$ cat config.mk
export PLATFORM = sky130hd
export DESIGN_NAME = instr_prefetch_flat
export DESIGN_NICKNAME = d
export VERILOG_FILES = /design/src/rtl/prefetch_pkg.sv /design/src/rtl/instr_prefetch_if.sv /design/src/rtl/prefetch_fifo.sv /design/src/rtl/instr_prefetch.sv /design/src/flat_wrapper.sv
export SDC_FILE = /design/constraint.sdc
export NUM_CORES = 1
export LEC_CHECK = 0
export CAP_MARGIN = 20
export CORE_MARGIN = 2
export CORE_UTILIZATION = 55
export CTS_CLUSTER_DIAMETER = 30
export DETAILED_ROUTE_END_ITERATION = 16
export GPL_ROUTABILITY_DRIVEN = 1
export PLACE_DENSITY = 0.82
export SETUP_SLACK_MARGIN = 0.15
export SYNTH_ARGS = -nofsm -noshare
export SYNTH_HDL_FRONTEND = slang
export SYNTH_SLANG_ARGS = --single-unit
$ cat constraint.sdc
create_clock -name clock -period 3.2 [get_ports clock]
set_input_delay 0.32 -clock clock [delete_from_list [all_inputs] [get_ports clock]]
set_output_delay 0.32 -clock clock [all_outputs]
set_load 0.02 [all_outputs]
$ cat src/rtl/prefetch_pkg.sv
// prefetch_pkg: shared types and constants for the instruction prefetch buffer.
package prefetch_pkg;
    localparam int DEFAULT_DEPTH = 4;
    localparam logic [31:0] NOP_INSN = 32'd0;
    typedef struct packed {
        logic [31:0] pc;
        logic [31:0] insn;
    } entry_t;
endpackage

$ cat src/rtl/instr_prefetch_if.sv
// instr_prefetch_if: imem fetch, redirect and decode handshake signals of the prefetcher.
interface instr_prefetch_if;
    logic [31:0] address_imem;
    logic [31:0] q_imem;
    logic        redirect;
    logic [31:0] redirect_pc;
    logic        insn_valid;
    logic [31:0] insn_out;
    logic [31:0] insn_pc;
    logic        insn_ready;
    modport master (
        output address_imem, insn_valid, insn_out, insn_pc,
        input  q_imem, redirect, redirect_pc, insn_ready
    );
    modport slave (
        input  address_imem, insn_valid, insn_out, insn_pc,
        output q_imem, redirect, redirect_pc, insn_ready
    );
endinterface

$ cat src/rtl/prefetch_fifo.sv
// prefetch_fifo: entry storage, wrapping pointers and occupancy count with flush.
module prefetch_fifo
    import prefetch_pkg::*;
#(
    parameter int DEPTH = DEFAULT_DEPTH,
    localparam int AW = $clog2(DEPTH),
    localparam int CW = AW + 1
) (
    input  logic          clock,
    input  logic          reset,
    input  logic          push,
    input  logic          pop,
    input  logic          flush,
    input  entry_t        din,
    output entry_t        head,
    output logic [CW-1:0] count
);
    logic [AW-1:0] wr_ptr, rd_ptr;
    entry_t mem [DEPTH];

    always_ff @(posedge clock or negedge reset)
        if (!reset) begin
            wr_ptr <= '0;
            rd_ptr <= '0;
            count  <= '0;
        end else if (flush) begin
            wr_ptr <= '0;
            rd_ptr <= '0;
            count  <= '0;
        end else begin
            if (push) wr_ptr <= wr_ptr + AW'(1);
            if (pop) rd_ptr <= rd_ptr + AW'(1);
            count <= count + CW'(push) - CW'(pop);
        end

    always_ff @(posedge clock)
        if (push && !flush) mem[wr_ptr] <= din;

    assign head = mem[rd_ptr];
endmodule

$ cat src/rtl/instr_prefetch.sv
// instr_prefetch: fetch-address control feeding a small instruction FIFO toward decode.
// Optional PREFETCH_BYPASS_EN forwards the returning imem word when the FIFO is empty.
module instr_prefetch
    import prefetch_pkg::*;
#(
    parameter int          DEPTH    = DEFAULT_DEPTH,
    parameter logic [31:0] RESET_PC = 32'd0,
    localparam int CW = $clog2(DEPTH) + 1
) (
    input  logic                 clock,
    input  logic                 reset,
    instr_prefetch_if.master     bus,
    output logic [CW-1:0]        count
);
    logic [31:0] fetch_pc, pending_pc;
    logic        pending, issue, push, fifo_pop;
    entry_t      head, cur, incoming;

    // A slot is reserved for the in-flight word, so a push never lands on a full FIFO.
    assign issue = (int'(count) + int'(pending) < DEPTH) && !bus.redirect;

    always_ff @(posedge clock or negedge reset)
        if (!reset) begin
            fetch_pc   <= RESET_PC;
            pending    <= 1'b0;
            pending_pc <= '0;
        end else begin
            pending  <= issue;
            if (issue) pending_pc <= fetch_pc;
            fetch_pc <= bus.redirect ? bus.redirect_pc : issue ? fetch_pc + 32'd1 : fetch_pc;
        end

    assign incoming = '{pc: pending_pc, insn: bus.q_imem};

`ifdef PREFETCH_BYPASS_EN
    logic bypass;
    assign bypass         = (count == '0) && pending;
    assign bus.insn_valid = (count != '0) || bypass;
    assign cur            = bypass ? incoming : head;
    assign push           = pending && !bus.redirect && !(bypass && bus.insn_ready);
`else
    assign bus.insn_valid = count != '0;
    assign cur            = head;
    assign push           = pending && !bus.redirect;
`endif

    // A flush discards the head rather than popping it.
    assign fifo_pop         = (count != '0) && bus.insn_ready && !bus.redirect;
    assign bus.insn_out     = bus.insn_valid ? cur.insn : NOP_INSN;
    assign bus.insn_pc      = bus.insn_valid ? cur.pc : 32'd0;
    assign bus.address_imem = fetch_pc;

    prefetch_fifo #(.DEPTH(DEPTH)) u_fifo (
        .clock (clock),
        .reset (reset),
        .push  (push),
        .pop   (fifo_pop),
        .flush (bus.redirect),
        .din   (incoming),
        .head  (head),
        .count (count)
    );
endmodule

$ cat src/flat_wrapper.sv
// flat-port wrapper written by rule: the top's interface ports become plain ports
module instr_prefetch_flat import prefetch_pkg::*;
#(
    parameter int          DEPTH    = DEFAULT_DEPTH,
    parameter logic [31:0] RESET_PC = 32'd0,
    localparam int CW = $clog2(DEPTH) + 1
)
  (clock, reset, count, bus_address_imem, bus_insn_valid, bus_insn_out, bus_insn_pc, bus_q_imem, bus_redirect, bus_redirect_pc, bus_insn_ready);
  instr_prefetch_if bus_i ();
  input  logic clock;
  input  logic reset;
  output logic [CW-1:0] count;
  output wire logic [$bits(bus_i.address_imem)-1:0] bus_address_imem;
  output wire logic [$bits(bus_i.insn_valid)-1:0] bus_insn_valid;
  output wire logic [$bits(bus_i.insn_out)-1:0] bus_insn_out;
  output wire logic [$bits(bus_i.insn_pc)-1:0] bus_insn_pc;
  input wire logic [$bits(bus_i.q_imem)-1:0] bus_q_imem;
  input wire logic [$bits(bus_i.redirect)-1:0] bus_redirect;
  input wire logic [$bits(bus_i.redirect_pc)-1:0] bus_redirect_pc;
  input wire logic [$bits(bus_i.insn_ready)-1:0] bus_insn_ready;
  assign bus_address_imem = bus_i.address_imem;
  assign bus_insn_valid = bus_i.insn_valid;
  assign bus_insn_out = bus_i.insn_out;
  assign bus_insn_pc = bus_i.insn_pc;
  assign bus_i.q_imem = bus_q_imem;
  assign bus_i.redirect = bus_redirect;
  assign bus_i.redirect_pc = bus_redirect_pc;
  assign bus_i.insn_ready = bus_insn_ready;
  instr_prefetch #(.DEPTH(DEPTH), .RESET_PC(RESET_PC)) u_core (.clock(clock), .reset(reset), .bus(bus_i), .count(count));
endmodule
==> impl.org, run 1 <==
** Floorplanning
- For this configuration, the core starts out at a cell density of 55.67%.
- The region available for standard cell placement spans 24110 um2.
- Pin placement for this block handled 168 I/O pins.
- Chip Width :: 160.2 um
- The floorplan has 57 rows.
- Y dimension of the die :: 160.2 um
- DIE AREA :: 25670 um2

** Setup path
- The worst setup path is captured at a primary output.
- In this run the critical register-to-register path is captured at u_core.bus.address_imem[26].
- Data on the critical path arrives at its endpoint at 2.61 ns.
- The worst register-to-register path begins at u_core.bus.address_imem[1].
- The worst setup path is launched from a register.
- Start-to-end type of the worst setup path :: register to primary output
- Crit. Startpoint :: u_core.u_fifo.rd_ptr[0]
- Count of cells along the worst register-to-register path :: 5
- Along the worst path, the maximum fanout reaches 20.
- For the worst setup path, the data required time is 2.88 ns.
- The worst register-to-register path has a setup slack of 0.60 ns.

** Synthesis
- Number of synthesis warnings :: 0
- The synthesized design contains 328 register bits.
- Sequential elements use 70.71% of the synthesized area.
- Number of instances in the synthesized netlist :: 781
- Nets in the synthesized netlist :: 858
- The netlist uses 48 different library cells.
- The synthesized netlist occupies a cell area of 13420 um2.
- Post-Synthesis Mean Instance Area :: 17.18 um2

** Place
- At the end of routability-driven placement, the weighted congestion stood at 0.7976.
- In this run the tool buffered the top-level ports with 167 buffer cells.
- The wire-length estimate of the detail-placed layout is 18200 um.

** Routing
- The detailed router finished its first iteration with 787 violations.
- Using the TritonRoute via totals, the vias-per-cell ratio works out to 5.987.
- For this run, design rule violations remaining after detail routing come to 0.
- The routed design has 30320 um of wire.
- Number of nets still failing antenna checks after routing :: 0
- Detailed Routing Iterations Pass 1 :: 5
- Routed length per placed instance :: 22.56 um
- The routed layout has 8047 vias.

** Min path
- Destination of the worst hold path :: u_core.bus.address_imem[4]
- Startpoint of the tightest hold check path :: bus_redirect_pc[4]
- Type of the worst min-delay path :: input pin to register
- The worst hold path passes through 3 cells.

** CTS
- In this run the number of H-tree levels came out at 2.
- The tree is rooted in a sky130_fd_sc_hd__clkbuf_16.
- The number of clock buffers added by TritonCTS is 49.
- Clock tree synthesis found a total of 328 sinks.
- CTS tree :: yes
- The clock passes through at most 3 buffers.
- The clock reaches the later pin of the worst-skew pair after 0.55 ns.
- Clock-pin slew was measured on the worst setup and hold paths at 0.05 ns.

** Global route
- Global-route wire length before repair :: 47220 um
- Antenna violations before repair :: 0
- The total overflow left after global routing is 0.
- Pin count of the biggest net entering global routing :: 73
- The via count of the first global-routing pass came to 8277.
- GRT Util Overall :: 24.01%

** Pwr
- Dividing total power by cell area gives a power density of 858.8 nW/um2.
- Overall power consumption after layout is estimated at 14.93 mW.
- Leakage power summed over all cells :: 5.880 nW
- The worst-case IR drop observed on VDD is 0.0004965 V.

** Cells and area
- Share of cells above drive strength 1 :: 21.27%
- Fill cells in the final layout number 1501.
- The number of antenna diodes in the final layout is 0.
- The area growth from synthesis to layout is 29.52%.
- For this run, the post-layout net count is 1058.

** Timing
- Setup violations remaining at the end of the flow were counted as 0.
- Maximum clock frequency :: 0.3410 GHz
- Worst slew slack as a fraction of its limit :: 31.83%
- Of the available clock period, the critical path in the final layout requires 91.64%.
- Clock skew on the completed layout was measured at 0.01714 ns.
- At the pin with the least slew margin, the transition time is 1.021 ns.
- The total count of max-transition violations in the final report was 0.
- The final count of hold timing violations came to 0.
- Setup repair after global routing left no endpoint under its margin.
- For the finished layout, the period the worst path requires is 2.933 ns.
- Adding up every negative setup slack in the final design gives 0 ns.

** Outcome
- Run status :: completed

** Run
- The tool flagged a number of max-cap violations equal to 0.
[cells in the mapped netlist, drive strengths merged]
cell	number	area, um2
a221oi	3	26.28
nand2	24	90.09
nand4	21	137.6
nor2	28	105.1
or4	20	150.1
nand3b	1	7.510
nor3	4	20.02
edfxtp	256	7687
nor4	4	25.02
a22oi	1	7.510
xnor2	3	26.28
a31oi	18	112.6
and2	72	450.4
a22o	2	17.52
o32ai	2	17.52
or3	6	38.79
nand3	19	95.09
o21ai	12	60.06
o311ai	1	8.760
o21a	3	22.52
dfrtp	72	1802
and4	6	53.80
o32a	2	20.02
clkbuf	30	113.9
o211a	1	10.01
xor2	2	17.52
clkinv	1	3.750
ha	8	100.1
nand4b	1	8.760
mux4	64	1441
o211ai	5	37.54
fa	1	20.02
mux2i	2	20.02
o31ai	14	105.1
a31o	1	8.760
buf	17	76.33
and3	2	13.77
inv	8	30.03
mux2	32	360.4
a21oi	3	15.01
nor2b	8	50.05
or2	1	6.260
[state kept, by name (all words and copies together), names as in the netlist]
| register | count |
|---|---|
| u_core.u_fifo.rd_ptr | 2 |
| u_core.pending_pc | 32 |
| u_core.u_fifo.wr_ptr | 2 |
| u_core.u_fifo.count | 3 |
| u_core.pending | 1 |
| u_core.bus.address_imem | 32 |
| u_core.u_fifo.mem | 256 |
[cell type report]
class | count | area, um2 | share of cell area [%]
clock buffers | 62 | 1305 | 7.508
clock inverters | 28 | 389.1 | 2.239
inverters | 9 | 33.78 | 0.1944
multi-input cells | 397 | 3730 | 21.46
flip-flops and latches | 328 | 9497 | 54.64
well taps | 324 | 405.4 | 2.332
repair buffers | 196 | 2022 | 11.63
[critical path, cell delays in order, from the launching register on]
cell                              delay, ns
sky130_fd_sc_hd__dfrtp_4               0.52
sky130_fd_sc_hd__buf_12                0.23
sky130_fd_sc_hd__mux4_2                0.53
sky130_fd_sc_hd__and2_1                0.21
sky130_fd_sc_hd__clkdlybuf4s50_1       0.55
[repair_timing]
action                     CTS  global route
hold buffers                 1             0
setup buffers                2             1
setup endpoints to repair   55             4
resized for setup            1             0
hold endpoints to repair    72             0
cloned                       0             0
[per-stage QoR]
step	cell area (um2)	std cells	utilization, %	worst slack (ns)	hold WS, ns
final	17380	1344	72.11	0.2674	0.3355
after global routing	17380	1344	72.11	0.1900	0.3295
after CTS	17350	1343	71.99	0.1866	0.3250
after detailed placement	15630	1250	64.84	0.5381	0.5044
after global placement	15630	1250	64.84	0.5933	0.4932
after floorplan	13420	781	-	0.3377	0.02441
[worst max path at each step]
| stage | end | slack (ns) | cells after the start |
|---|---|---|---|
| after global placement | u_core.u_fifo.count[2] | 0.59 | 10 |
| final | bus_insn_pc[26] | 0.27 | 4 |
| after floorplan | u_core.u_fifo.mem[0][0] | 0.34 | 4 |
| after global routing | bus_insn_pc[23] | 0.19 | 4 |
| after detailed placement | u_core.u_fifo.count[2] | 0.54 | 10 |
| after CTS | bus_insn_out[3] | 0.19 | 4 |
[placed cells by master (no fill, tap or decap), types with 18 or more instances in the layout]
cell                                n
sky130_fd_sc_hd__a31oi_1           18
sky130_fd_sc_hd__and2_1            68
sky130_fd_sc_hd__buf_4             19
sky130_fd_sc_hd__clkbuf_16         49
sky130_fd_sc_hd__clkdlybuf4s50_1  166
sky130_fd_sc_hd__dfrtp_1           70
sky130_fd_sc_hd__edfxtp_1         256
sky130_fd_sc_hd__mux2_2            32
sky130_fd_sc_hd__mux4_2            64
sky130_fd_sc_hd__nand2_1           24
sky130_fd_sc_hd__nand3_1           19
sky130_fd_sc_hd__nand4_1           20
sky130_fd_sc_hd__nor2_1            27
sky130_fd_sc_hd__or4_1             20
[kinds of logic (layout without fill, tap and decap cells)]
group | after synthesis | in the layout | share of synthesized area, %
adder cells (fa/ha/maj) | 9 | 9 | 0.8951
buffers and inverters | 56 | 295 | 1.669
flip-flops | 328 | 328 | 70.71
AO/OA/AOI/OAI | 68 | 68 | 3.496
AND/OR/NAND/NOR | 217 | 217 | 9.333
multiplexers | 98 | 98 | 13.57
XOR/XNOR | 5 | 5 | 0.3264
[per-layer routing]
layer,vias up,GRT usage (%),part of all wire (%),routed length (um)
li1,3529,-,-,-
met1,4030,33.28,40,12120
met2,436,39.51,50,15170
met3,52,4.779,8.1,2462
met4,0,6.675,1.9,580
met5,-,0,0,0
[report_power, final]
group / total [mW] / internal, mW / switching, mW
clock: 5.39 / 3.49 / 1.90
sequential: 5.59 / 5.18 / 0.412
combinational: 3.94 / 1.99 / 1.95
Power figures use the tool's default switching activity.
==> run 2, diff against run 1 <==
Settings changed: CTS_CLUSTER_SIZE from default to 8.
==> run 2 against run 1 <==
  * Non-clock buffer count did not move
  * Combinational power barely moved
  * Core utilization rose by 0.16 points
  * Wire length rose by 0.87%
  * Die area did not move
  * Global-route usage barely moved
  * Sequential power barely moved
  * Critical endpoint unchanged
  * First-iteration DRC count fell by 8.4%
  * Maximum frequency rose by 0.57%
==> impl.org, run 2 (synthesized netlist as in run 1, its figures left out) <==
** Outcome
- Run status :: completed

** Cells and area
- The net count of the finished layout is 1065.
- Share of cells above drive strength 1 :: 20.87%
- After filler insertion, the fill cell instance count of the layout stands at 1513.
- Final cell utilization of the core :: 72.26%
- Commonest non-fill, non-tap cells in the layout :: sky130_fd_sc_hd__edfxtp_1, sky130_fd_sc_hd__clkdlybuf4s50_1, sky130_fd_sc_hd__dfrtp_1, sky130_fd_sc_hd__and2_1, sky130_fd_sc_hd__mux4_2
- Area growth from synthesis to layout :: 29.80%
- Footprint of the multi-input gates :: 3730 um2
- Leading cell type in the layout, fill and taps excluded :: sky130_fd_sc_hd__edfxtp_1
- Inserted Diodes :: 0
- Across the whole layout, storage elements account for 9497 um2.
- Area of all placed cells without fillers :: 17420 um2
- More flip-flops sit in one register than any other, and that register is u_core.u_fifo.mem.
- Number of flip-flops under the largest register name :: 256

** Timing
- Final setup vio count :: 0
- The final count of hold timing violations came to 0.
- Final worst path period need :: 2.916 ns
- Dividing the final minimum period by the clock period gives 91.12%.
- Worst path setup slack after routing :: 0.2840 ns
- At the pin with the least slew margin, the transition time is 1.005 ns.
- Max-slew violation count :: 0
- On the final layout, the worst clock skew is 0.01777 ns.
- Worst slew slack as a fraction of its limit :: 32.91%
- Setup repair after global routing left no endpoint under its margin.
- Maximum clock frequency :: 0.3429 GHz
- After routing, the total negative slack on setup checks comes to 0 ns.

** Min path
- Hold Path Cell Cnt :: 3
- Type of the worst min-delay path :: input pin to register

** Floorplanning
- For this configuration, the core starts out at a cell density of 55.67%.
- Boundary pin count :: 168
- Y dimension of the die :: 160.2 um
- DIE AREA :: 25670 um2
- Row generation in the floorplan step produced 57 rows.
- The core region is 24110 um2.
- The die is 160.2 um wide.

** Setup path
- Data arrival time of the critical path :: 2.60 ns
- At the worst endpoint, the required time is 2.88 ns.
- Measured in cells, the most critical reg-to-reg path has a length of 6.
- The worst setup path is of the register to primary output kind.
- Worst setup EP type :: primary output
- Element type at the critical path start :: register
- Largest fanout on the critical path :: 20

** Routing
- Detailed Routing Iterations Pass 1 :: 5
- For this block, the routed nets add up to 30590 um of wire.
- After detailed routing, the number of remaining DRC violations is 0.
- The detailed router finished its first iteration with 721 violations.
- Across all layers, the routed design uses 8094 vias.
- The count of nets left with antenna violations once routing finished came out at 0.
- Mean number of vias per cell :: 5.956
- Dividing the detail-routed wire length by the instance count gives 22.51 um.

** Global route
- Entering global routing, the biggest net connects 73 pins.
- The first global-routing pass estimated 47690 um of wire.
- Total gr overflow :: 0
- GRT Util Overall :: 24.05%
- The initial antenna violation count came to 0.
- The via count of the first global-routing pass is 8382.

** Pwr
- The worst-case IR drop observed on VDD is 0.0004891 V.
- Leakage power summed over all cells :: 5.888 nW
- Design Power :: 14.93 mW
- For this design the ratio of total power to cell area is 857.1 nW/um2.

** Place
- Detailed placement finished with a half-perimeter wire length of 18200 um.
- Quantity of I/O buffers inserted on ports :: 167
- Gpl congestion :: 0.7976
- Summing all placed instances gives a cell area of 15630 um2.
- At the placement stage, the worst setup path has a slack of 0.5381 ns.

** CTS
- # clock sinks :: 328
- No sink is reached through more buffers than the 3 on the longest clock path.
- CTS tree :: yes
- The H-tree was split into 2 levels.
- CTS root buf :: sky130_fd_sc_hd__clkbuf_16
- Latest clock arrival within the worst-skew pair :: 0.55 ns
- In this run, CTS created clock tree buffers numbering 56.
- Clock-pin slew was measured on the worst setup and hold paths at 0.05 ns.

** Run
- Max_cap viols :: 0
==> run 2: area by class of cell <==
cell class / instances / share of cell area, %
Clock buffer: 88 / 9.259
Clock inverter: 17 / 0.7542
Inverter: 9 / 0.1939
Multi-Input combinational cell: 397 / 21.41
Sequential cell: 328 / 54.52
Tap cell: 324 / 2.327
Timing Repair Buffer: 196 / 11.54
==> run 2: layer usage <==
layer  wire [um]  part of all wire, %  vias to the layer above  GRT usage, %
met3        2209                  7.2                       47         4.338
met1       12540                   41                     4139         33.60
li1            -                    -                     3539             -
met2       15380                   50                      369         40.06
met4         457                  1.5                        0         5.815
met5           0                    0                        -             0
==> run 2: path summary, 6_finish.rpt <==
kind | startpoint | to | slack (ns)
max | u_core.u_fifo.rd_ptr[0] | bus_insn_pc[26] | 0.28
min | bus_redirect_pc[3] | u_core.bus.address_imem[3] | 0.35
max reg2reg | u_core.u_fifo.count[2] | u_core.pending_pc[26] | 0.61
min reg2reg | u_core.pending_pc[22] | u_core.u_fifo.mem[2][54] | 0.52
max in group asynchronous | reset | u_core.u_fifo.rd_ptr[1] | 1.95
min in group asynchronous | reset | u_core.bus.address_imem[17] | 0.49
==> run 2: power by group <==
group,switching (mW),total [mW],internal (mW)
logic,1.95,3.93,1.98
registers,0.412,5.60,5.19
clock network,1.89,5.40,3.51
total,4.25,14.9,10.7
==> run 2: stage by stage <==
step	std cells	hold slack (ns)
finish	1359	0.3476
global route	1359	0.3438
CTS	1358	0.3291
detailed placement	1250	0.5044
global placement	1250	0.4932
floorplan	781	0.02441
==> run 2: worst max-delay path, stage by stage (launching register included) <==
cell and delay, ns:
sky130_fd_sc_hd__dfrtp_4 0.52, sky130_fd_sc_hd__buf_12 0.23, sky130_fd_sc_hd__mux4_2 0.53, sky130_fd_sc_hd__and2_1 0.21, sky130_fd_sc_hd__clkdlybuf4s50_1 0.55
==> run 2: repair_timing <==
| action | 4_1_cts | 5_1_grt |
|---|---|---|
| hold endpoints to repair | 72 | 0 |
| pin swaps | 0 | 0 |
| hold buffers | 1 | 0 |
| gates resized for setup | 1 | 0 |
| buffers inserted | 2 | 1 |
| endpoints found under the setup margin | 54 | 3 |
==> run 3, diff against run 2 <==
Settings changed: ABC_AREA from default to 1, CORE_UTILIZATION 55 to 56, PLACE_DENSITY 0.82 to 0.83, SLEW_MARGIN from default to 20.
==> run 3 against run 2 <==
  * The run now ends with negative hold slack left
  * Core utilization up 0.53 points
  * Maximum frequency is 3.5% lower
  * Worst hold slack got worse by 0.35 ns
  * Highest routed layer unchanged
  * Largest power group unchanged
==> impl.org, run 3 <==
** Timing
- Setup repair after global routing could not meet its margin everywhere.
- Transition time at the pin with the least slew margin :: 0.9257 ns
- Worst hold slack :: -0.002839 ns
- Final worst path period need :: 3.022 ns
- Timing would allow up to 0.3309 GHz.
- Max-slew violation count :: 0
- Fin Clk Skew :: 0.02094 ns
- Worst slew slack as a fraction of its limit :: 38.29%
- Setup total negative slack on the finished layout was measured at 0 ns.
- Setup violations remaining at the end of the flow were counted as 0.
- Period utilisation layout :: 94.45%
- Hold Violations, Final :: 2

** Place
- The placed instances occupy a cell area of 15930 um2.
- HPWL Detailed :: 18710 um
- At the end of routability-driven placement, the weighted congestion stood at 0.8688.
- During placement, the flow inserted port buffers numbering 167.

** Synthesis
- Number of synthesis warnings :: 0
- Leading register cell type out of synthesis :: sky130_fd_sc_hd__edfxtp_1
- Ranked by total cell area, the synthesized netlist is headed by sky130_fd_sc_hd__edfxtp_1, sky130_fd_sc_hd__dfrtp_1, sky130_fd_sc_hd__nor2_1.
- Post-synth top area cell :: sky130_fd_sc_hd__edfxtp_1
- After synthesis the cells add up to 13900 um2.
- Sequential elements use 68.25% of the synthesized area.
- Library cells used by synthesis :: 29
- In this run, synthesis inferred 256 flip-flops with an integrated enable.
- In the synthesized netlist the async set-or-reset flop fraction comes to 21.95%.
- In this run, synthesis produced a sequential element count of 328.
- Post-Synthesis Mean Instance Area :: 10.40 um2
- Most frequently used cell type in the post-synthesis netlist :: sky130_fd_sc_hd__nor2_1
- The synthesized design devotes to its leading area cell type 55.29% of total area.
- Ranked by instance count, the synthesized netlist is headed by sky130_fd_sc_hd__nor2_1, sky130_fd_sc_hd__edfxtp_1, sky130_fd_sc_hd__nand2_1, sky130_fd_sc_hd__o21ai_0, sky130_fd_sc_hd__a21oi_1.
- The number of nets in the synthesized netlist is 1414.
- Synthesis produced 1337 cells.

** Setup path
- In this run the worst path has a maximum fanout of 65.
- Setup slack on the worst reg-to-reg path comes out at 0.80 ns.
- Worst flop-to-flop path endpoint :: u_core.u_fifo.count[2]
- STA classifies the critical path startpoint as a register.
- The worst setup path is of the register to primary output kind.
- The startpoint identified for the worst register-to-register timing path is u_core.u_fifo.count[0].
- Endpoint required time on the critical path :: 2.88 ns
- Worst setup EP type :: primary output
- Data arrives at the worst endpoint at 2.70 ns.
- Count of cells along the worst register-to-register path :: 11

** Routing
- Summed over all nets, wire length on met2 after detailed routing comes to 16590 um.
- Wire length on met3 :: 2878 um
- Number of vias after detailed routing :: 10.50k
- Number of DRC markers after the initial detailed-route iteration :: 1115
- Number of nets still failing antenna checks after routing :: 0
- For this run, design rule violations remaining after detail routing come to 0.
- After detailed routing, the wire length on met1 is 13960 um.
- Dividing the detail-routed via count by the number of cells gives 5.599.
- After detailed routing, the average wire length per cell comes to 18.25 um.
- Total routed wirelength :: 34220 um
- Detailed Routing Iterations Pass 1 :: 5
- The highest layer touched by signal routing is met4.

** Pwr
- Design Power :: 15.98 mW
- Across the VDD grid, the largest voltage drop is 0.0006241 V.
- In this run the static leakage power is 6.720 nW.
- For this design the ratio of total power to cell area is 902.8 nW/um2.

** Global route
- Via count of the first global-routing pass :: 10.31k
- Pin count of the biggest net entering global routing :: 75
- The first global-routing pass estimated 53510 um of wire.
- For this run, the total global-route usage over all layers was measured as 26.24%.
- Total gr overflow :: 0
- The initial antenna violation count came to 0.

** Cells and area
- Share of cells above drive strength 1 :: 6.963%
- With fillers left out, the area of the finished cells amounts to 17700 um2.
- # nets final :: 1589
- The top cell types in the final layout, fill and taps aside, are sky130_fd_sc_hd__nor2_1, sky130_fd_sc_hd__edfxtp_1, sky130_fd_sc_hd__nand2_1, sky130_fd_sc_hd__o21ai_0, sky130_fd_sc_hd__clkdlybuf4s50_1.
- The multi-input combinational cells in the finished layout cover a total of 3837 um2.
- Sequential standard cell area :: 9494 um2
- Fill cells in the final layout number 1552.
- Inserted Diodes :: 0
- Final cell utilization of the core :: 72.79%
- The register with the most flip-flops in the final layout is u_core.u_fifo.mem.
- Area growth from synthesis to layout :: 27.32%
- The library cell used most frequently in the layout, excluding fill and tap cells, is sky130_fd_sc_hd__nor2_1.
- The register with the most flip-flops in the layout has 256 of them.

** Floorplanning
- Initial cell density of the core :: 57.17%
- The floorplan step defined a core boundary enclosing 24320 um2.
- The die covers 26100 um2.
- The die is 161.6 um tall.
- Pin placement for this block handled 168 I/O pins.
- The initialized floorplan defines 57 standard-cell rows.
- Measured along the x axis, the die boundary spans 161.6 um.

** CTS
- Latest clock arrival within the worst-skew pair :: 0.56 ns
- Buffer levels on the longest clock path :: 3
- The root buffer cell chosen for the clock tree is sky130_fd_sc_hd__clkbuf_16.
- CTS tree :: yes
- CTS built an H-tree with a depth of 2.
- After clock tree synthesis, the clock-pin slew on the worst setup and hold paths is 0.05 ns.
- # clock sinks :: 328
- Post-CTS Setup Repair Bufs :: 0
- Post-CTS Hold Fix Bufs :: 0
- Clock tree synthesis inserted a total of 57 buffers.

** Min path
- The path class of the tightest hold or removal check is input pin to async pin.

** Run
- Max-cap violations in this run came to 0.

** Outcome
- Run status :: finished with violations
- The checks that failed: negative hold slack.
-- run 3: changes by cell type in the layout (fill, tap and decap cells not counted), moves of 13 or more --
cell / change
sky130_fd_sc_hd__a31oi_1: -18
sky130_fd_sc_hd__nand4_1: -19
sky130_fd_sc_hd__inv_1: +66
sky130_fd_sc_hd__and2_1: -68
sky130_fd_sc_hd__nand2_1: +180
sky130_fd_sc_hd__nand3_1: +13
sky130_fd_sc_hd__o31ai_1: -14
sky130_fd_sc_hd__mux2_2: -32
sky130_fd_sc_hd__buf_4: -14
sky130_fd_sc_hd__nor2_1: +307
sky130_fd_sc_hd__o21ai_0: +149
sky130_fd_sc_hd__a21oi_1: +92
sky130_fd_sc_hd__mux4_2: -64
sky130_fd_sc_hd__or4_1: -20
-- run 3: cell families after synthesis --
family | after synthesis | share of synthesized area, %
adders and majority gates | 9 | 0.8640
xor gates and xnor gates | 11 | 0.6930
and+or+nand+nor | 585 | 16.34
AOI/OAI and AO/OA | 261 | 9.449
buffers and inverters | 143 | 4.401
DFF | 328 | 68.25
-- run 3: area by class of cell --
type | instances | area share, %
clock buffer | 75 | 8.496
clock inverter | 23 | 1.195
inverter | 76 | 1.640
multi-input combinational | 866 | 21.68
sequential | 328 | 53.63
tap | 324 | 2.290
timing repair buffer | 183 | 11.07
-- run 3: worst max path at each step --
| stage | start | end | slack (ns) | cells past startpoint |
|---|---|---|---|---|
| 6_report | u_core.u_fifo.rd_ptr[0] | bus_insn_pc[12] | 0.18 | 6 |
| 5_1_grt | u_core.u_fifo.rd_ptr[0] | bus_insn_out[3] | 0.12 | 5 |
| 4_1_cts | u_core.u_fifo.rd_ptr[0] | bus_insn_pc[7] | 0.18 | 5 |
| 3_5_place_dp | bus_redirect | u_core.u_fifo.count[2] | 0.64 | 10 |
| 3_3_place_gp | bus_redirect | u_core.u_fifo.count[2] | 0.64 | 10 |
| 2_1_floorplan | bus_redirect | u_core.u_fifo.mem[0][0] | -0.71 | 4 |
-- run 3: where the power goes --
part | switching (mW) | internal [mW] | leakage [nW]
Clock | 1.92 | 3.50 | 0.821
Combinational | 2.86 | 1.80 | 2.72
Sequential | 0.567 | 5.33 | 3.18
-- run 3: stage by stage --
stage	worst slack [ns]	cells
after floorplan	-0.7147	1337
after global placement	0.6411	1776
after detailed placement	0.6356	1776
after CTS	0.1787	1875
after global routing	0.1214	1875
final	0.1776	1875
-- run 3: worst max-delay path, cell delays in order (launching register included) --
cell	delay, ns
sky130_fd_sc_hd__dfrtp_4	0.51
sky130_fd_sc_hd__buf_16	0.31
sky130_fd_sc_hd__nor2_1	0.09
sky130_fd_sc_hd__nor2_1	0.10
sky130_fd_sc_hd__o21ai_0	0.11
sky130_fd_sc_hd__a21oi_1	0.33
sky130_fd_sc_hd__clkdlybuf4s50_1	0.69
-- run 3: repair_timing --
| action | in CTS | in global routing |
|---|---|---|
| setup endpoints to repair | 12 | 11 |
| gates cloned | 1 | 0 |
| resized for setup | 2 | 7 |
-- run 3: per-layer routing --
layer	GRT usage (%)	up-vias
met2	42.99	542
met5	0	-
li1	-	4853
met1	36.03	5043
met4	8.604	0
met3	4.674	60
